===== src/rtl/ahb_uart_tx.sv =====
// ahb_uart_tx: AHB-Lite slave that queues bytes in a TX FIFO and sends them 8N1 on tx.
// Optional feature macro UART_TX_IRQ_EN adds the irq output and the IRQCTL register at index 3.
`timescale 1ns/1ps
module ahb_uart_tx #(
   parameter int unsigned ADDR_WIDTH = 32,
   parameter int unsigned FIFO_DEPTH = 8,
   parameter int unsigned DIV_RESET  = 868
) (
   input  logic                  CLK,
   input  logic                  RST,
   input  logic                  hsel,
   input  logic [ADDR_WIDTH-1:0] haddr,
   input  logic [1:0]            htrans,
   input  logic                  hwrite,
   input  logic [2:0]            hsize,
   input  logic [31:0]           hwdata,
   output logic [31:0]           hrdata,
   output logic                  hready,
   output logic                  hresp,
`ifdef UART_TX_IRQ_EN
   output logic                  irq,
`endif
   output logic                  tx
);
   localparam int unsigned PTR_W = $clog2(FIFO_DEPTH);
   localparam int unsigned CNT_W = $clog2(FIFO_DEPTH + 1);

   typedef enum logic [1:0] {ST_IDLE, ST_START, ST_DATA, ST_STOP} txState_t;

   logic             dpValid_q;
   logic             dpWrite_q;
   logic [1:0]       dpAddr_q;
   logic [15:0]      baudDiv_q;
   logic [7:0]       fifoMem_q [FIFO_DEPTH];
   logic [PTR_W-1:0] wrPtr_q;
   logic [PTR_W-1:0] rdPtr_q;
   logic [CNT_W-1:0] count_q;

   txState_t    state_q, state_d;
   logic [15:0] bitCnt_q, bitCnt_d;
   logic [2:0]  bitIdx_q, bitIdx_d;
   logic [7:0]  shift_q, shift_d;
   logic        tx_q, tx_d;

   logic        accept;
   logic        fifoFull;
   logic        fifoEmpty;
   logic        dpTxWrite;
   logic        regWrite;
   logic        stall;
   logic        push;
   logic        pop;
   logic        busy;
   logic        bitEnd;
   logic [15:0] effDiv;
   logic [31:0] rdValue;
   logic        unusedBits;

   assign accept     = hsel & htrans[1] & hready;
   assign fifoFull   = (count_q == CNT_W'(FIFO_DEPTH));
   assign fifoEmpty  = (count_q == '0);
   assign dpTxWrite  = dpValid_q & dpWrite_q & (dpAddr_q == 2'd0);
   assign regWrite   = dpValid_q & dpWrite_q;
   // A full-FIFO write is held only until the serialiser frees a slot in the same cycle.
   assign stall      = dpTxWrite & fifoFull & ~pop;
   assign push       = dpTxWrite & ~stall;
   assign hready     = ~stall;
   assign hresp      = 1'b0;
   assign busy       = (state_q != ST_IDLE);
   assign bitEnd     = (bitCnt_q == 16'd0);
   assign effDiv     = (baudDiv_q == 16'd0) ? 16'd1 : baudDiv_q;
   assign tx         = tx_q;
   assign unusedBits = ^{haddr, htrans[0], hsize, hwdata[31:16]};

   always_ff @(posedge CLK) begin
      if (RST) begin
         dpValid_q <= 1'b0;
         dpWrite_q <= 1'b0;
         dpAddr_q  <= 2'd0;
      end else if (hready) begin
         dpValid_q <= accept;
         dpWrite_q <= hwrite;
         dpAddr_q  <= haddr[3:2];
      end
   end

   always_ff @(posedge CLK) begin
      if (RST) begin
         baudDiv_q <= 16'(DIV_RESET);
      end else if (regWrite && dpAddr_q == 2'd2) begin
         baudDiv_q <= hwdata[15:0];
      end
   end

   always_ff @(posedge CLK) begin
      if (push) begin
         fifoMem_q[wrPtr_q] <= hwdata[7:0];
      end
   end

   always_ff @(posedge CLK) begin
      if (RST) begin
         wrPtr_q <= '0;
         rdPtr_q <= '0;
         count_q <= '0;
      end else begin
         if (push) wrPtr_q <= wrPtr_q + PTR_W'(1);
         if (pop)  rdPtr_q <= rdPtr_q + PTR_W'(1);
         if (push && !pop) begin
            count_q <= count_q + CNT_W'(1);
         end else if (pop && !push) begin
            count_q <= count_q - CNT_W'(1);
         end
      end
   end

   always_ff @(posedge CLK) begin
      if (RST) begin
         state_q  <= ST_IDLE;
         bitCnt_q <= 16'd0;
         bitIdx_q <= 3'd0;
         shift_q  <= 8'd0;
         tx_q     <= 1'b1;
      end else begin
         state_q  <= state_d;
         bitCnt_q <= bitCnt_d;
         bitIdx_q <= bitIdx_d;
         shift_q  <= shift_d;
         tx_q     <= tx_d;
      end
   end

   // The divisor is sampled at every bit start, so BAUDDIV writes apply at the next bit boundary.
   always_comb begin
      state_d  = state_q;
      bitCnt_d = bitEnd ? 16'd0 : bitCnt_q - 16'd1;
      bitIdx_d = bitIdx_q;
      shift_d  = shift_q;
      tx_d     = tx_q;
      pop      = 1'b0;
      case (state_q)
         ST_IDLE: begin
            tx_d = 1'b1;
            if (!fifoEmpty) begin
               pop      = 1'b1;
               state_d  = ST_START;
               bitCnt_d = effDiv - 16'd1;
               shift_d  = fifoMem_q[rdPtr_q];
               tx_d     = 1'b0;
            end
         end
         ST_START: begin
            if (bitEnd) begin
               state_d  = ST_DATA;
               bitCnt_d = effDiv - 16'd1;
               bitIdx_d = 3'd0;
               tx_d     = shift_q[0];
            end
         end
         ST_DATA: begin
            if (bitEnd) begin
               bitCnt_d = effDiv - 16'd1;
               if (bitIdx_q == 3'd7) begin
                  state_d = ST_STOP;
                  tx_d    = 1'b1;
               end else begin
                  bitIdx_d = bitIdx_q + 3'd1;
                  shift_d  = {1'b0, shift_q[7:1]};
                  tx_d     = shift_q[1];
               end
            end
         end
         ST_STOP: begin
            if (bitEnd) begin
               if (!fifoEmpty) begin
                  pop      = 1'b1;
                  state_d  = ST_START;
                  bitCnt_d = effDiv - 16'd1;
                  shift_d  = fifoMem_q[rdPtr_q];
                  tx_d     = 1'b0;
               end else begin
                  state_d = ST_IDLE;
                  tx_d    = 1'b1;
               end
            end
         end
         default: begin
            state_d = ST_IDLE;
            tx_d    = 1'b1;
         end
      endcase
   end

`ifdef UART_TX_IRQ_EN
   logic [1:0] irqCtl_q;
   logic       irq_q;

   always_ff @(posedge CLK) begin
      if (RST) begin
         irqCtl_q <= 2'd0;
         irq_q    <= 1'b0;
      end else begin
         if (regWrite && dpAddr_q == 2'd3) irqCtl_q <= hwdata[1:0];
         irq_q <= (irqCtl_q[0] & fifoEmpty & ~busy) | (irqCtl_q[1] & ~fifoFull);
      end
   end

   assign irq = irq_q;
`endif

   always_comb begin
      rdValue = 32'h0;
      case (dpAddr_q)
         2'd1:    rdValue = {16'h0, 8'(count_q), 5'h0, busy, fifoEmpty, fifoFull};
         2'd2:    rdValue = {16'h0, baudDiv_q};
`ifdef UART_TX_IRQ_EN
         2'd3:    rdValue = {30'h0, irqCtl_q};
`endif
         default: rdValue = 32'h0;
      endcase
   end

   assign hrdata = (dpValid_q & ~dpWrite_q) ? rdValue : 32'h0;

endmodule


===== config.mk =====
export PLATFORM = sky130hd
export DESIGN_NAME = ahb_uart_tx
export DESIGN_NICKNAME = d
export VERILOG_FILES = /design/src/rtl/ahb_uart_tx.sv
export SDC_FILE = /design/constraint.sdc
export NUM_CORES = 1
export LEC_CHECK = 0
export CAP_MARGIN = 20
export CORE_ASPECT_RATIO = 0.8
export CORE_MARGIN = 2
export CORE_UTILIZATION = 50
export DETAILED_ROUTE_END_ITERATION = 6
export PLACE_DENSITY = 0.79
export SYNTH_ARGS = -nofsm -noshare
export SYNTH_HDL_FRONTEND = slang
export SYNTH_SLANG_ARGS = --single-unit

===== constraint.sdc =====
create_clock -name CLK -period 5.4 [get_ports CLK]
set_input_delay 0.81 -clock CLK [delete_from_list [all_inputs] [get_ports CLK]]
set_output_delay 0.81 -clock CLK [all_outputs]
set_load 0.1 [all_outputs]

==> tab_implementation.tex <==
\begin{tabular}{lr}
\hline
Metric & Value \\
\hline
\multicolumn{2}{l}{\textbf{STA}} \\
\quad Final slew viol count & 0 \\
\quad Worst setup skew after layout & 0.007994 ns \\
\quad Final critical-path required period & 4.581 ns \\
\quad Worst hold slack across all endpoints & 0.4759 ns \\
\quad Period utilisation layout & 0.8484 \\
\quad Worst slew margin relative to its limit & 0.3410 \\
\quad Number of hold violations in the final report & 0 \\
\quad Unrepaired setup endpoints after global routing & no \\
\quad Peak Freq & 218.3 MHz \\
\quad Final setup violation count & 0 \\
\quad Actual slew at the worst max-slew pin & 0.9854 ns \\
\quad Final setup margin & 0.8186 ns \\
\quad Final sum of negative setup slack & 0 ns \\
\multicolumn{2}{l}{\textbf{Synth}} \\
\quad Synth async-reset ratio & 0 \\
\quad Number of warnings reported in the yosys synthesis log & 0 \\
\quad Most common flop cell mapped by yosys & sky130\_fd\_sc\_hd\_\_edfxtp\_1 \\
\quad Library cell occupying the most area in the post-synthesis netlist & sky130\_fd\_sc\_hd\_\_edfxtp\_1 \\
\quad Part of the Yosys area used for sequential elements & 0.4932 \\
\quad Area share of the largest cell type after synthesis & 0.2978 \\
\quad Number of enable-type register cells in the synthesized netlist & 64 \\
\quad Post-Syn Area & 0.006454 sq mm \\
\quad FF+latch count, synth & 127 \\
\quad Number of cells produced by synthesis & 605 \\
\quad Library cells used by synthesis & 70 \\
\quad Leading post-synthesis cells by cell area & sky130\_fd\_sc\_hd\_\_edfxtp\_1, sky130\_fd\_sc\_hd\_\_dfxtp\_1, sky130\_fd\_sc\_hd\_\_mux4\_2 \\
\quad Per-instance average area after synthesis & 10.67 sq um \\
\multicolumn{2}{l}{\textbf{Placed design}} \\
\quad Cells after DPL & 793 \\
\quad Worst setup slack after placement & 1.323 ns \\
\quad Port buffer count & 40 \\
\quad Final Wtd Congestion & 0.8573 \\
\quad Half-perimeter wire length of the detailed placement result & 10,200 um \\
\quad Cell area after placement & 0.006902 sq mm \\
\multicolumn{2}{l}{\textbf{Die}} \\
\quad Area inside the core boundary & 0.01273 sq mm \\
\quad Top Ports & 108 \\
\quad Chip height & 105.6 um \\
\quad Floorplan row count & 37 \\
\quad Die width & 131.0 um \\
\quad Starting utilization of the core area & 0.5069 \\
\quad Overall die area & 0.01384 sq mm \\
\multicolumn{2}{l}{\textbf{Clocking}} \\
\quad Post-CTS setup buffer count & 0 \\
\quad Cts repair resizes & 0 \\
\quad CTS Sinks & 127 \\
\quad Clock transition time at the flip-flop clock pins of the worst setup and hold paths & 0.06 ns \\
\quad H-tree depth & 4 \\
\quad Total CTS buffers & 17 \\
\quad Clock tree from TritonCTS & yes \\
\quad Hold\_buf cts & 0 \\
\quad Latest clock arrival within the worst-skew pair & 0.42 ns \\
\quad Maximum number of buffers from clock root to sink & 2 \\
\quad Clk Tree Root Cell & sky130\_fd\_sc\_hd\_\_clkbuf\_16 \\
\multicolumn{2}{l}{\textbf{Worst setup path}} \\
\quad Required time worst endpoint & 4.59 ns \\
\quad Startpoint Class & flip-flop \\
\quad Category of the worst setup path capture point & output port \\
\quad CP arrival & 3.77 ns \\
\quad Maximum fanout along the worst path & 11 \\
\quad Kind of critical path & reg -> out \\
\quad Number of cells on the worst reg-to-reg path & 14 \\
\multicolumn{2}{l}{\textbf{Final layout}} \\
\quad Final Non-Filler Cells & 827 \\
\quad Fraction of layout cells with a size suffix above 1 & 0.1043 \\
\quad Commonest non-fill, non-tap cell in the layout & sky130\_fd\_sc\_hd\_\_edfxtp\_1 \\
\quad Diodes inserted & 0 \\
\quad Total non-filler cell area in the finished layout & 0.007542 sq mm \\
\quad Highest-count cells in the layout ignoring fill and taps & sky130\_fd\_sc\_hd\_\_edfxtp\_1, sky130\_fd\_sc\_hd\_\_dfxtp\_1, sky130\_fd\_sc\_hd\_\_nand2\_1 \\
\quad Layout overhead on the synthesized area & 16.87\% \\
\quad Number of nets at the end of the flow & 731 \\
\quad Final core area utilization & 0.5924 \\
\multicolumn{2}{l}{\textbf{Route}} \\
\quad Via count of the routed design & 4,878 \\
\quad Overall routed net length & 15,190 um \\
\quad Vias per std cell & 5.898 \\
\quad DRC errors left & 0 \\
\quad Initial drt markers & 482 \\
\quad Number of detailed-route iterations in the first pass & 6 \\
\quad Avg WL per Cell & 18.36 um \\
\quad Antenna-violating nets left & 0 \\
\multicolumn{2}{l}{\textbf{Global route}} \\
\quad Initial antenna violation count & 0 \\
\quad Remaining global-route overflow & 0 \\
\quad Largest net degree at the start of global routing & 61 \\
\quad First-pass GRT wire length & 24,590 um \\
\quad Global routing usage summed across all routing layers & 0.2351 \\
\quad Number of global-route vias before repair & 4,743 \\
\multicolumn{2}{l}{\textbf{Worst hold path}} \\
\quad Worst hold path cell count & 2 \\
\quad Worst hold path type & reg -> reg \\
\multicolumn{2}{l}{\textbf{Run}} \\
\quad Number of maximum-capacitance violations & 0 \\
\multicolumn{2}{l}{\textbf{Pwr}} \\
\quad Power per Cell Area & 535.6 mW/mm\^{}2 \\
\quad IR drop worst, VDD & 292.0 uV \\
\quad Total leakage power & 2.599 nW \\
\quad Post-layout power & 4.040 mW \\
\multicolumn{2}{l}{\textbf{Run status}} \\
\quad Outcome & finished, final reports clean \\
\hline
\end{tabular}
-- sequential cells by signal, summed over array words and instances, names as in the netlist, named ones only --
| register | count |
|---|---|
| fifoMem_q | 64 |
| baudDiv_q | 16 |
| bitCnt_q | 16 |
| shift_q | 8 |
| count_q | 4 |
| bitIdx_q | 3 |
| rdPtr_q | 3 |
| wrPtr_q | 3 |
| dpAddr_q | 2 |
| state_q | 2 |
| dpValid_q | 1 |
| dpWrite_q | 1 |
| tx | 1 |
-- where the power goes --
| group | internal (mW) | switching (mW) | total (mW) |
|---|---|---|---|
| Clock | 0.751 | 0.428 | 1.18 |
| Combinational | 0.645 | 0.947 | 1.59 |
| Sequential | 1.12 | 0.150 | 1.27 |
| Total | 2.52 | 1.52 | 4.04 |
-- layout make-up --
| type | instances | area [sq um] |
|---|---|---|
| Multi-Input combinational cell | 433 | 3022 |
| Tap cell | 175 | 219.0 |
| Inverter | 14 | 52.55 |
| Clock inverter | 10 | 121.4 |
| Sequential cell | 127 | 3183 |
| Clock buffer | 22 | 496.7 |
| Fill cell | 1008 | 5189 |
| Timing Repair Buffer | 46 | 447.9 |
-- cells by family (layout without fill, tap and decap cells) --
kind of cell	count (synthesis)	after routing	share of synthesized area
xor gates and xnor gates	20	20	0.02714
other	1	17	0.0005811
buffers and inverters	61	92	0.04788
AOI/OAI and AO/OA	143	143	0.1452
DFF	127	127	0.4932
muxes	29	29	0.07658
adders and majority gates	19	19	0.03800
and+or+nand+nor	205	205	0.1714
-- path summary, 6_finish.rpt --
path                     from         end  slack, ns
setup / recovery  bitCnt_q[0]      hready       0.82
hold / removal     shift_q[4]  shift_q[4]       0.48
setup reg to reg  bitCnt_q[0]  count_q[3]       1.80
hold reg to reg    shift_q[4]  shift_q[4]       0.48
-- critical path: stages, from the launching register on --
cell and delay, ns:
sky130_fd_sc_hd__dfxtp_1 0.38, sky130_fd_sc_hd__inv_1 0.11, sky130_fd_sc_hd__ha_1 0.15, sky130_fd_sc_hd__nor4b_4 0.28
sky130_fd_sc_hd__and4_1 0.55, sky130_fd_sc_hd__a21oi_1 0.31, sky130_fd_sc_hd__o21ai_0 0.37, sky130_fd_sc_hd__clkdlybuf4s50_1 1.21
-- synth_stat cells (14+ instances only) --
cell and n:
sky130_fd_sc_hd__nor2_1 43, sky130_fd_sc_hd__nand2_1 56, sky130_fd_sc_hd__clkbuf_1 18, sky130_fd_sc_hd__o21ai_0 26, sky130_fd_sc_hd__ha_1 18, sky130_fd_sc_hd__mux4_2 16
sky130_fd_sc_hd__nor3_1 14, sky130_fd_sc_hd__edfxtp_1 64, sky130_fd_sc_hd__buf_4 17, sky130_fd_sc_hd__a21oi_1 47, sky130_fd_sc_hd__inv_1 14, sky130_fd_sc_hd__nand3_1 19
sky130_fd_sc_hd__dfxtp_1 63
-- layer usage --
| metal | GRT usage | vias up | wire, um |
|---|---|---|---|
| li1 | - | 2286 | - |
| met1 | 0.3254 | 2371 | 6571 |
| met2 | 0.3664 | 208 | 7357 |
| met3 | 0.05381 | 13 | 1091 |
| met4 | 0.07675 | 0 | 167 |
| met5 | 0 | - | 0 |
(Power assumes the default switching activity.)
==> edit (same settings) <==
`FIFO_DEPTH`: 8 -> 16.
--- a/src/rtl/ahb_uart_tx.sv
+++ b/src/rtl/ahb_uart_tx.sv
@@ -3,7 +3,7 @@
 `timescale 1ns/1ps
 module ahb_uart_tx #(
    parameter int unsigned ADDR_WIDTH = 32,
-   parameter int unsigned FIFO_DEPTH = 8,
+   parameter int unsigned FIFO_DEPTH = 16,
    parameter int unsigned DIV_RESET  = 868
 ) (
    input  logic                  CLK,
Formal check against the unedited RTL: same outputs for any inputs over 4 cycles, from zero or initial values and one cycle with RST high; that may be too few to reach the edited logic, so the function may still have changed.
==> edit against the unedited design <==
The run now ends with DRC left; sequential share of layout area grew 8.9 points; critical path depth is 2 lower; core utilization fell by 1.4 points; total power grew 20%; area after synthesis rose by 40%; sequential cell count is 68 higher; worst setup slack better by 0.16 ns; routed wire length rose by 32%; synthesized cell count is 21% higher; cell count increased by 21%; final area is 35% higher; non-clock buffer count up 2.
==> edit: results <==
export IMPL_status="finished, violations left"
export IMPL_failed_checks="DRC"
export IMPL_wire_length_of_the_first_global_routing_pass_um=31500
export IMPL_synth_top_cells_by_area="sky130_fd_sc_hd__edfxtp_1 42%, sky130_fd_sc_hd__dfxtp_1 15%, sky130_fd_sc_hd__mux4_2 8.2%"
export IMPL_wl_met2_um=9030
export IMPL_finish_net_count=860
export IMPL_cp_data_arrival_time_ns=3.61
export IMPL_dp_hpwl_um=13300
export IMPL_pin_count_of_the_biggest_net_entering_global_routing=57
export IMPL_first_iter_violations=636
export IMPL_pre_cts_ws_ns=1.45
export IMPL_grt_met1_usage_pct=31.5
export IMPL_power_ir_vdd_worst_uv=296
export IMPL_ys_top_cells_by_count="128 x sky130_fd_sc_hd__edfxtp_1, 67 x sky130_fd_sc_hd__dfxtp_1, 66 x sky130_fd_sc_hd__nand2_1"
export IMPL_synth_yosys_seq_area_share_pct=57.2
export IMPL_gr_usage_all_layers_pct=21.2
export IMPL_gpl_final_weighted_congestion=0.934
export IMPL_grt_met3_usage_pct=5.50
export IMPL_drtPass1Iterations=7
export IMPL_number_of_enable_flip_flop_cells_after_synthesis=128
export IMPL_met3_wirelength_um=1740
export IMPL_vias_per_cell=6.10
export IMPL_drc=1
export IMPL_met2_usage_pct=31.3
export IMPL_static_leakage_power_nw=3.35
export IMPL_finClkSkew_ns=0.00983
export IMPL_count_of_unique_library_cells_instantiated_by_yosys=68
==> edit: cell families after synthesis <==
logic type	count (synthesis)	share of synthesized area [%]
flip-flops	195	57.2
adder cells (fa/ha/maj)	23	3.26
multiplexers	53	10.6
AND/OR/NAND/NOR	232	13.2
XOR/XNOR	23	2.22
buffers and inverters	74	3.94
other	1	0.0414
AO/OA/AOI/OAI	132	9.59
==> edit: worst paths after layout <==
| kind | startpoint | to | slack (ns) | cells after the start |
|---|---|---|---|---|
| setup / recovery | bitCnt_q[12] | hready | 0.98 | 5 |
| hold / removal | bitIdx_q[1] | bitIdx_q[1] | 0.49 | 2 |
| setup reg to reg | state_q[1] | count_q[4] | 1.38 | 14 |
| hold reg to reg | bitIdx_q[1] | bitIdx_q[1] | 0.49 | 2 |
==> edit: final cells by class <==
cell class / count / area, sq um
fill: 1367 / 7390
sequential: 195 / 5180
multi-input combinational: 480 / 3580
clock buffer: 19 / 475
timing repair buffer: 48 / 455
tap: 225 / 282
clock inverter: 13 / 92.6
inverter: 22 / 82.6
==> edit: worst max-delay path, cell delays in order, from the launching register on <==
cell                              delay, ns
sky130_fd_sc_hd__dfxtp_1               0.34
sky130_fd_sc_hd__or4_4                 0.58
sky130_fd_sc_hd__or2_1                 0.41
sky130_fd_sc_hd__o41a_1                0.60
sky130_fd_sc_hd__inv_1                 0.12
sky130_fd_sc_hd__clkdlybuf4s50_1       1.13
==> edit: through the flow <==
stage,std cells,instance area [sq um],utilization [%]
4_1_cts,1002,10100,57.9
3_5_place_dp,970,9580,54.6
3_3_place_gp,970,9580,54.6
2_1_floorplan,749,9120,-
5_1_grt,1002,10100,57.9
6_report,1002,10100,57.9
==> edit: where the power goes <==
group | switching [mW] | internal [mW]
clock | 0.561 | 0.650
combinational | 1.10 | 0.719
sequential | 0.120 | 1.70
